[src/rtl/Opcodes.sv]
// Shared opcode constants, the pipeline shadow-entry type and small decode
// predicates used by the bypass/stall logic.
package Opcodes;

    localparam logic [6:0] ALUopR = 7'b0110011;
    localparam logic [6:0] ALUopI = 7'b0010011;
    localparam logic [6:0] LW     = 7'b0000011;
    localparam logic [6:0] SW     = 7'b0100011;
    localparam logic [6:0] BEQ    = 7'b1100011;

    typedef struct packed {
        logic       valid;
        logic [6:0] op;
        logic [4:0] rd;
        logic [4:0] rs1;
        logic [4:0] rs2;
    } stage_entry_t;

    function automatic logic is_alu(input logic [6:0] op);
        return (op == ALUopR) || (op == ALUopI);
    endfunction

    function automatic logic reads_rs1(input logic [6:0] op);
        return (op == ALUopR) || (op == ALUopI) || (op == LW) || (op == SW) || (op == BEQ);
    endfunction

    function automatic logic reads_rs2(input logic [6:0] op);
        return (op == ALUopR) || (op == SW) || (op == BEQ);
    endfunction

    // A live entry targeting src; x0 is hardwired and never a real producer.
    function automatic logic produces(input stage_entry_t e, input logic [4:0] src);
        return e.valid && (e.rd != 5'd0) && (e.rd == src);
    endfunction

endpackage

[src/rtl/stage_decode.sv]
// Splits a raw instruction word into a pipeline shadow entry.
module stage_decode
    import Opcodes::*;
(
    input  logic [31:0]  ir_i,
    input  logic         valid_i,
    output stage_entry_t entry_o
);

    // funct3/funct7 play no part in hazard detection.
    logic unused_ir_bits;
    assign unused_ir_bits = ^{ir_i[31:25], ir_i[14:12]};

    assign entry_o.valid = valid_i;
    assign entry_o.op    = ir_i[6:0];
    assign entry_o.rd    = ir_i[11:7];
    assign entry_o.rs1   = ir_i[19:15];
    assign entry_o.rs2   = ir_i[24:20];

endmodule

[src/rtl/bypass_control.sv]
// Forwarding-select and load-use stall control for a 5-stage pipeline, driven
// by shadow copies of the ID/EX, EX/MEM and MEM/WB instruction fields.
module bypass_control
    import Opcodes::*;
(
    input  logic        clock,
    input  logic        reset,
    input  logic        pipe_en,
    input  logic        flush,
    input  logic        id_valid,
    input  logic [31:0] IFIDIR,
    output logic        bypassAfromMEM,
    output logic        bypassAfromALUinWB,
    output logic        bypassAfromLDinWB,
    output logic        bypassBfromMEM,
    output logic        bypassBfromALUinWB,
    output logic        bypassBfromLDinWB,
    output logic        stallID,
    output logic [15:0] stall_count
);

    stage_entry_t id_dec;
    stage_entry_t idex_q, idex_d;
    stage_entry_t exmem_q;
    stage_entry_t memwb_q;
    logic [15:0]  stall_count_q, stall_count_d;

    stage_decode u_decode (
        .ir_i    (IFIDIR),
        .valid_i (id_valid),
        .entry_o (id_dec)
    );

    // Once in WB an entry only feeds forwarding by its destination.
    logic unused_wb_sources;
    assign unused_wb_sources = ^{memwb_q.rs1, memwb_q.rs2};

    // Load-use: the decode instruction needs a value the EX-stage load has not fetched yet.
    logic load_use_rs1, load_use_rs2;
    assign load_use_rs1 = reads_rs1(id_dec.op) && (id_dec.rs1 == idex_q.rd);
    assign load_use_rs2 = reads_rs2(id_dec.op) && (id_dec.rs2 == idex_q.rd);
    assign stallID = idex_q.valid && (idex_q.op == LW) && (idex_q.rd != 5'd0)
                   && id_valid && !flush && (load_use_rs1 || load_use_rs2);

    logic a_live, b_live;
    assign a_live = idex_q.valid && reads_rs1(idex_q.op);
    assign b_live = idex_q.valid && reads_rs2(idex_q.op);

    // MEM is the youngest producer and masks anything older in WB.
    assign bypassAfromMEM     = a_live && is_alu(exmem_q.op) && produces(exmem_q, idex_q.rs1);
    assign bypassAfromALUinWB = a_live && is_alu(memwb_q.op) && produces(memwb_q, idex_q.rs1)
                              && !bypassAfromMEM;
    assign bypassAfromLDinWB  = a_live && (memwb_q.op == LW) && produces(memwb_q, idex_q.rs1)
                              && !bypassAfromMEM;

    assign bypassBfromMEM     = b_live && is_alu(exmem_q.op) && produces(exmem_q, idex_q.rs2);
    assign bypassBfromALUinWB = b_live && is_alu(memwb_q.op) && produces(memwb_q, idex_q.rs2)
                              && !bypassBfromMEM;
    assign bypassBfromLDinWB  = b_live && (memwb_q.op == LW) && produces(memwb_q, idex_q.rs2)
                              && !bypassBfromMEM;

    // NOTE: every always_comb output gets a default first, so no path can infer a latch.
    always_comb begin
        idex_d        = id_dec;
        stall_count_d = stall_count_q;
        if (stallID || flush || !id_valid) begin
            idex_d = '0;
        end
        if (stallID && (stall_count_q != 16'hFFFF)) begin
            stall_count_d = stall_count_q + 16'd1;
        end
    end

    // NOTE: state uses non-blocking assignments so all three stages shift on the same edge.
    always_ff @(posedge clock or posedge reset) begin
        if (reset) begin
            idex_q        <= '0;
            exmem_q       <= '0;
            memwb_q       <= '0;
            stall_count_q <= '0;
        end else if (pipe_en) begin
            idex_q        <= idex_d;
            exmem_q       <= idex_q;
            memwb_q       <= exmem_q;
            stall_count_q <= stall_count_d;
        end
    end

    assign stall_count = stall_count_q;

endmodule

[config.mk]
export PLATFORM = sky130hd
export DESIGN_NAME = bypass_control
export DESIGN_NICKNAME = d
export VERILOG_FILES = /design/src/rtl/Opcodes.sv /design/src/rtl/stage_decode.sv /design/src/rtl/bypass_control.sv
export SDC_FILE = /design/constraint.sdc
export NUM_CORES = 1
export LEC_CHECK = 0
export ABC_AREA = 0
export CAP_MARGIN = 20
export CORE_MARGIN = 2
export CORE_UTILIZATION = 47
export DETAILED_ROUTE_END_ITERATION = 8
export PLACE_DENSITY = 0.86
export SYNTH_ARGS = -nofsm -noshare
export SYNTH_HDL_FRONTEND = slang
export SYNTH_HIERARCHICAL = 1
export SYNTH_SLANG_ARGS = --single-unit
[constraint.sdc]
create_clock -name clock -period 2.28 [get_ports clock]
set_clock_uncertainty 0.2 [all_clocks]
set_input_delay 0.456 -clock clock [delete_from_list [all_inputs] [get_ports clock]]
set_output_delay 0.456 -clock clock [all_outputs]
set_load 0.005 [all_outputs]
* After elaboration in Yosys (flattened, before gate mapping)
Index checks and enable logic that the tools add are counted.
Cells by class: add/sub/neg operators 1, eq/ne operators 22, mux-type cells 1, reductions and logical operators 57
Operator list (number):
- 7-bit by 6-bit equality test with 1-bit output, second input constant | 6
- 1-bit logical AND | 32
- 5-bit equality test | 6
- 7-bit by 5-bit equality test with 1-bit output, second input constant | 4
- 23-bit 2-to-1 mux | 1
- 7-bit by 2-bit equality test with 1-bit output, second input constant | 3
- 1-bit logical OR | 17
- 16-bit by 1-bit adder with 16-bit output, second input constant | 1
- 16-bit != test, second input constant | 1
- 5-bit nonzero test | 3
- 7-bit equality test, second input constant | 2
- 1-bit logical NOT | 4
- 2-bit AND reduction | 1
Word-level totals: flip-flop bits (word level) 65, bits of input ports 37, output and inout port bits 23, word-level logic and storage cells 93

* Depth between registers and ports, before layout
Gate-level depths: netlist (run 1).
word-level depth 11, mapped depth 8, depth with buffers taken out 7

* By module
The synthesis (run 1) kept the hierarchy.
By module, submodules not included:
- bypass_control | instances 1, cells an instance 259, area an instance 3078.0 sq um, sequential area each 1626.6 sq um
- stage_decode | instances 1, cells an instance 23, area an instance 172.7 sq um, sequential area each 0.0 sq um

* Least setup slack after synthesis (run 1)
Ideal clock, no wire load.
path kind register -> output, start point reg exmem_q[11] (netlist name), end point out bypassAfromALUinWB, arrival 1864 ps, required time 1624 ps, path slack -240 ps, cell stages (with the launch flop) 7, buffers on the path 0, cells stage by stage dfrtp_1 -> or4_1 -> nor2_1 -> nor4_1 -> and4_4 -> or4_1 -> nor2_1
Between the ends: word-level cells in the longest chain between the ends 6, elaborated cells on any way between the ends 7, those cells by class eq/ne (1); reduce/logical (6)
Ends and longest elaborated chain:
- start: declaration | line bypass_control.sv:24 | stage_entry_t exmem_q;
- start signal: assignment | line bypass_control.sv:83 | exmem_q <= idex_q;
- 5-bit nonzero test | line Opcodes.sv:33 | return e.valid && (e.rd != 5'd0) && (e.rd == src);
- 1-bit logical AND | line Opcodes.sv:33
- 1-bit logical AND (*) | line Opcodes.sv:33
- 1-bit logical AND (*) | line bypass_control.sv:50 | assign bypassAfromMEM = a_live && is_alu(exmem_q.op) && produces(exmem_q, idex_q.rs1);
- named net bypassAfromMEM | line bypass_control.sv:12 | output logic bypassAfromMEM,
- 1-bit logical NOT (*) | line bypass_control.sv:52 | && !bypassAfromMEM;
- 1-bit logical AND (*) | line bypass_control.sv:52
- end: declaration | line bypass_control.sv:13 | output logic bypassAfromALUinWB,
Mark *: on every way through the listed nets, which the timed path passes. The rest lies on a longest branch.

* Final worst setup path (run 1)
start point reg exmem_q[12] (netlist name), end point out bypassAfromALUinWB
Between the ends: word-level cells in the longest chain between the ends 6, elaborated cells on any way between the ends 7, those cells by class eq/ne (1); reduce/logical (6)
Ends and longest elaborated chain (line):
- 5-bit nonzero test | Opcodes.sv:33
- 1-bit logical AND | Opcodes.sv:33
- 1-bit logical AND (*) | Opcodes.sv:33
- 1-bit logical AND (*) | bypass_control.sv:50
- 1-bit logical NOT (*) | bypass_control.sv:52
- 1-bit logical AND (*) | bypass_control.sv:52
Mark *: on every way between the ends. The rest lies on a longest branch, timed or not.

==> metrics.md, run 1 <==
| Metric | Value |
|---|---|
| Outcome | complete, but fails checks |
| Failing checks | negative setup slack |
| Num CTS Buffers | 9 |
| Final Max Tran Viols | 0 |
| Routed WL per cell | 20.26 um |
| CP max-delay cell | or4_4 |
| Total GRT Usage | 24.93% |
| #FFs+latches synth | 65 |
| Hold buffers post-CTS | 0 |
| Vias in the first global route | 2,791 |
| P_int | 1.885 mW |
| Initial antenna violation count | 0 |
| Post-DRT Antenna Nets | 0 |
| Worst-skew pair later-pin latency | 0.35 ns |
| Footprint of the multi-input gates | 1623 sq um |
| CP dominant cell by count | or4_4 |
| N_diodes | 0 |
| Worst-path fanout max | 2 |
| Synth Net Count | 320 |
| Synthesis-to-layout area growth | 42.73% |
| Final-report hold violation count | 0 |
| Final routed DRC violation total | 0 |
| Combinational Power Share | 18.5% |
| Ys flop type | dfrtp_1 |
| Effective utilization at floorplan | 48.11% |
| Period minus WS final | 2.903 ns |
| Asr flop ratio synth | 100.0% |
| Drt first pass iters | 4 |
| Final worst path period share | 127.3% |
| Mapped Avg Cell Area | 11.53 sq um |
| Total grt overflow | 0 |
| Final Core Density | 68.67% |
| Nets | 428 |
| EDFF count, synth | 0 |
| Fmax | 0.3444 GHz |
| Top-area cell type share of the netlist area | 50.04% |
| Final Power | 2.604 mW |
| Core area | 6756 sq um |
| CTS tree | built |
| CP cell instances | or4_4 > nor2_4 > nor4_2 > and4_4 > or4_4 > nor2_2 > buf_2 |
| Sw Ratio | 27.62% |
| Most common cell in the netlist | dfrtp_1 |
| Largest net degree at the start of global routing | 66 |
| Clock slew at reported path FFs | 0.07 ns |
| Pre-CTS setup slack | -0.7450 ns |
| Critical path's largest stage delay | 0.55 ns |
| Num ports | 60 |
| Final setup margin | -0.6234 ns |
| Sequential-to-total area share from yosys stat | 50.04% |
| Pleak | 2.328 nW |
| Via count | 2,703 |
| Port bufs | 49 |
| Synth unique cells | 35 |
| Die W | 87.17 um |
| Buf/Inv on CP | 1 |
| Worst slew pin tran | 0.4482 ns |
| Clock tree buffer depth | 2 |
| WP data arrival | 2.25 ns |
| Startpoint types | flip-flop |
| Max Cap Viol | 0 |
| Worst relative slew slack | 69.89% |
| Die area | 7598 sq um |
| DP HPWL | 5.382 mm |
| Die height | 87.17 um |
| Placed cell count | 443 |
| Drt total wl | 9.605 mm |
| Fin cells | 474 |
| Mapped Area | 3251 sq um |
| Net Sw Power | 719.1 uW |
| CTS H-Tree Depth | 3 |
| Gate Count Post-Synth | 282 |
| RePlAce Congestion | 0.8053 |
| # fillers | 438 |
| Critical Path RT | 1.62 ns |
| First-pass GRT wire length | 14.10 mm |
| Leading post-synthesis cells by cell area | dfrtp_1 50%, mux2_2 9.0%, xor2_1 7.3%, a22o_1 5.7%, buf_4 5.5% |
| Setup CP Type | flip-flop to primary output |
| Worst Hold Class | input port to flip-flop |
| Clk sinks | 65 |
| VDD IR-drop max | 0.0003118 V |
| CTS root buf | clkbuf_8 |
| Layout cell share with drive strength beyond 1 | 41.37% |
| Yosys Warn Count | 6 |
| Final hold slack | 0.2218 ns |
| Drt first-iter violations | 152 |
| Critical path's top delay family | simple AND/OR/NAND/NOR gates |
| Seq pwr share | 48.5% |
| Final setup fails | 21 |
| Crit end category | primary output |
| Power Density | 561.2 nW/um^2 |
| RSZ-0062 raised after global routing | yes |
| Yosys top cell by area | dfrtp_1 |
| Register area | 1628 sq um |
| Clk pwr share | 33.0% |
| Synth top cells by count | 65 x dfrtp_1, 27 x xor2_1, 26 x mux2_2 |
| DR vias/cell | 5.703 |
| Core Rows | 30 |
[stage by stage]
step,setup TNS [ns],area (sq um)
6_report,-3.671,4639
5_1_grt,-5.012,4639
4_1_cts,-3.316,4504
3_5_place_dp,-19.72,4143
3_3_place_gp,-17.60,4143
2_1_floorplan,-0.4393,3268
[layout by cell type, fill, tap and decap left out, types with 2 or more instances in the layout]
master	n
buf_4	66
dfrtp_1	64
clkdlybuf4s50_1	28
xor2_1	26
mux2_2	26
a22o_1	21
xnor2_1	15
nand2_1	15
nor2_1	12
clkbuf_8	10
buf_6	9
dlymetal6s2s_1	7
nand3_1	6
nand4_1	6
nor3_1	5
dlygate4sd2_1	5
buf_2	5
inv_1	4
nor2_4	4
clkinv_2	4
xnor2_2	3
inv_2	3
or4_4	3
and3_4	3
and4_1	3
nor2_2	3
o2bb2ai_1	2
nor3_2	2
nor4_2	2
or4_1	2
clkdlybuf4s15_1	2
buf_12	2
[power groups by stage]
stage	registers, mW	clock network, mW	logic (mW)
after global routing	1.27	0.922	0.512
final	1.26	0.860	0.481
after detailed placement	1.28	0	0.402
after global placement	1.27	0	0.386
after floorplan	1.28	0	0.217
after CTS	1.26	0.852	0.451
[metal layers]
layer | part of all wire (%) | GRT usage [%] | wire length, um | vias to the layer above
met2 | 52 | 42.96 | 5034 | 106
met4 | 3.2 | 10.77 | 304 | 0
met1 | 39 | 29.52 | 3771 | 1368
met5 | 0 | 0 | 0 | -
li1 | - | - | - | 1201
met3 | 5.1 | 6.256 | 494 | 28
[final timing paths]
| kind | from | end | slack (ns) | depth (start not counted) |
|---|---|---|---|---|
| max reg2reg | idex_q[19] | idex_q[10] | -0.05 | 9 |
| min in group asynchronous | reset | idex_q[11] | 0.33 | 3 |
| max in group asynchronous | reset | idex_q[22] | 1.23 | 3 |
| min | IFIDIR[24] | idex_q[4] | 0.22 | 2 |
| min reg2reg | exmem_q[20] | memwb_q[20] | 0.30 | 1 |
| max | exmem_q[12] | bypassAfromALUinWB | -0.62 | 7 |
[timing repair]
item / in CTS / in global routing
setup endpoints to repair: 42 / 43
gates resized for setup: 67 / 30
pin swaps: 24 / 17
buffers inserted: 18 / 7
cloned: 2 / 1
hold endpoints to repair: 0 / 0
[state kept, by name (all words and copies together) (netlist names)]
signal / flops
exmem_q: 13
idex_q: 23
memwb_q: 13
stall_count: 16
[kinds of logic (layout without fill, tap and decap cells)]
| group | after synthesis | in the layout | share of synthesized area, % |
|---|---|---|---|
| DFF | 65 | 65 | 50.04 |
| buffers and inverters | 38 | 147 | 7.198 |
| muxes | 27 | 27 | 9.353 |
| xor gates and xnor gates | 45 | 45 | 12.12 |
| and+or+nand+nor | 79 | 82 | 13.63 |
| AOI/OAI and AO/OA | 27 | 27 | 7.275 |
| adders and majority gates | 1 | 1 | 0.3848 |
[final cells by class]
cell class,instances,share of cell area (%)
Sequential cell,65,35.09
Multi-Input combinational cell,182,34.98
Timing Repair Buffer,124,23.57
Clock buffer,11,3.047
Tap cell,80,2.157
Inverter,8,0.7282
Clock inverter,4,0.4315
Note: power is estimated with default switching activity, not from simulation.
==> inputs of run 2 (changes only) <==
- CORE_UTILIZATION: 47 -> 40
- PLACE_DENSITY: 0.86 -> 0.76
==> metrics.md, run 2 (synthesis gave the netlist of run 1 again) <==
| Metric | Value |
|---|---|
| Total grt overflow | 0 (unchanged) |
| Sw Ratio | 25.54% (-2.1 points) |
| RSZ-0062 raised after global routing | yes |
| CTS tree | built |
| Effective utilization at floorplan | 41.63% (-6.5 points) |
| Worst-skew pair later-pin latency | 0.35 ns (about the same) |
| First-pass GRT wire length | 12.65 mm (-10%) |
| Core area | 7807 sq um (+16%) |
| Hold Crit Endpoint | idex_q[3] |
| Final hold slack | 0.2017 ns (-0.02017 ns) |
| Final setup margin | -0.6123 ns (+0.01110 ns) |
| Final Max Tran Viols | 0 (unchanged) |
| CTS H-Tree Depth | 3 (unchanged) |
| Nets | 421 (-1.6%) |
| Final Core Density | 59.38% (-9.3 points) |
| Combinational Power Share | 16.8% (-1.7 points) |
| Post-Route Setup TNS | -2.964 ns (+0.7071 ns) |
| Hold Crit Depth | 2 (unchanged) |
| Min-delay src | IFIDIR[23] |
| Worst relative slew slack | 76.65% (+6.8 points) |
| Critical Path RT | 1.62 ns (about the same) |
| Worst R2R Path Depth | 9 (unchanged) |
| Worst slew pin tran | 0.3476 ns (-0.1006 ns) |
| N_diodes | 0 (unchanged) |
| Commonest non-fill, non-tap cells in the layout | 65 x dfrtp_1, 65 x buf_4, 27 x xor2_1, 26 x mux2_2, 24 x clkdlybuf4s50_1 |
| Power Density | 573.5 nW/um^2 (+2.2%) |
| Most flops, register | idex_q |
| Final worst path period share | 126.9% (-0.49 points) |
| Drt total wl | 7.849 mm (-18%) |
| Net Sw Power | 679.0 uW (-5.6%) |
| Core Rows | 32 (+6.7%) |
| Period minus WS final | 2.892 ns (-0.01110 ns) |
| Initial antenna violation count | 0 (unchanged) |
| Total GRT Usage | 18.77% (-6.2 points) |
| R2R Setup Slk | 0.09 ns (+0.14 ns) |
| DP HPWL | 5.265 mm (-2.2%) |
| Final setup fails | 7 (-67%) |
| Num ports | 60 (unchanged) |
| Port bufs | 49 (unchanged) |
| Largest net degree at the start of global routing | 66 (unchanged) |
| Pleak | 2.352 nW (+1.0%) |
| Outcome | complete, but fails checks |
| Startpoint types | flip-flop |
| Die height | 94.15 um (+8.0%) |
| Clk sinks | 65 (unchanged) |
| R2r startpoint | idex_q[13] |
| CTS root buf | clkbuf_8 |
| Crit end category | primary output |
| Clock tree buffer depth | 2 (unchanged) |
| Worst Hold Class | input port to flip-flop |
| Die area | 8863 sq um (+17%) |
| Layout cell share with drive strength beyond 1 | 40.21% (-1.2 points) |
| DR vias/cell | 4.978 (-13%) |
| P_int | 1.980 mW (+5.0%) |
| Seq pwr share | 47.5% (-1.0 points) |
| Drt first-iter violations | 136 (-11%) |
| RePlAce Congestion | 0.7783 (-3.4%) |
| Clk pwr share | 35.7% (+2.7 points) |
| WP data arrival | 2.24 ns (about the same) |
| Routed WL per cell | 16.02 um (-21%) |
| Placed cell count | 466 (+5.2%) |
| Drt first pass iters | 4 (unchanged) |
| Fin cells | 490 (+3.4%) |
| Number of flip-flops in the largest register | 23 (unchanged) |
| Max Cap Viol | 0 (unchanged) |
| Die W | 94.15 um (+8.0%) |
| Reg2reg end | stall_count[5] |
| VDD IR-drop max | 0.0002866 V (-8.1%) |
| Vias in the first global route | 2,596 (-7.0%) |
| Num CTS Buffers | 9 (unchanged) |
| Post-DRT Antenna Nets | 0 (unchanged) |
| Synthesis-to-layout area growth | 42.61% (about the same) |
| Worst-path fanout max | 2 (unchanged) |
| Final routed DRC violation total | 0 (unchanged) |
| Worst Setup SP | exmem_q[14] |
| Fmax | 0.3457 GHz (+0.38%) |
| Setup CP Type | flip-flop to primary output |
| Failing checks | negative setup slack |
| Clock slew at reported path FFs | 0.07 ns (about the same) |
| Final-report hold violation count | 0 (unchanged) |
| Via count | 2,439 (-9.8%) |
| Hold buffers post-CTS | 0 (unchanged) |
run 2: worst max path at each step:
stage,to,slack [ns],cells past startpoint
finish,bypassAfromLDinWB,-0.61,7
CTS,bypassAfromLDinWB,-0.64,7
detailed placement,stallID,-0.73,7
global placement,stallID,-0.73,7
global route,bypassAfromLDinWB,-0.71,7
floorplan,bypassAfromALUinWB,-0.17,6
run 2: area by class of cell:
class	instances	area (sq um)
fill	605	3172
sequential	65	1627
multi-input combinational	179	1602
timing repair buffer	120	1054
clock buffer	14	182.7
tap	102	127.6
inverter	8	33.78
clock inverter	2	10.01
run 2: layer usage:
metal  wire length (um)  track usage (%)  up-vias
li1                   -                -     1174
met3                288            5.377       11
met4                 93            6.522        0
met1               3550            23.83     1205
met5                  0                0        -
met2               3916            30.65       49
run 2: critical path: stages, from the launching register on:
cell and delay (ns):
dfrtp_1 0.37, or4_4 0.54, nor2_4 0.10, nor4_2 0.06, and4_4 0.16, or4_4 0.43
nor2_2 0.11, buf_2 0.11
run 2: power by group through the flow:
stage / clock network (mW) / registers, mW / logic [mW]
final: 0.948 / 1.26 / 0.447
after global routing: 1.01 / 1.27 / 0.483
after CTS: 0.962 / 1.26 / 0.419
after detailed placement: 0 / 1.28 / 0.396
after global placement: 0 / 1.27 / 0.388
after floorplan: 0 / 1.28 / 0.217
run 2: what timing repair did:
item	CTS	global route
buffers inserted	8	6
gates resized for setup	61	34
endpoints found under the setup margin	39	17
hold endpoints to repair	0	0
pin swaps	15	14
run 2: through the flow:
step | setup WS (ns) | total power, mW | cell area (sq um)
after floorplan | -0.1723 | 1.500 | 3268
after global placement | -0.7261 | 1.662 | 4165
after detailed placement | -0.7289 | 1.674 | 4165
after CTS | -0.6371 | 2.639 | 4489
after global routing | -0.7144 | 2.762 | 4636
final | -0.6123 | 2.659 | 4636
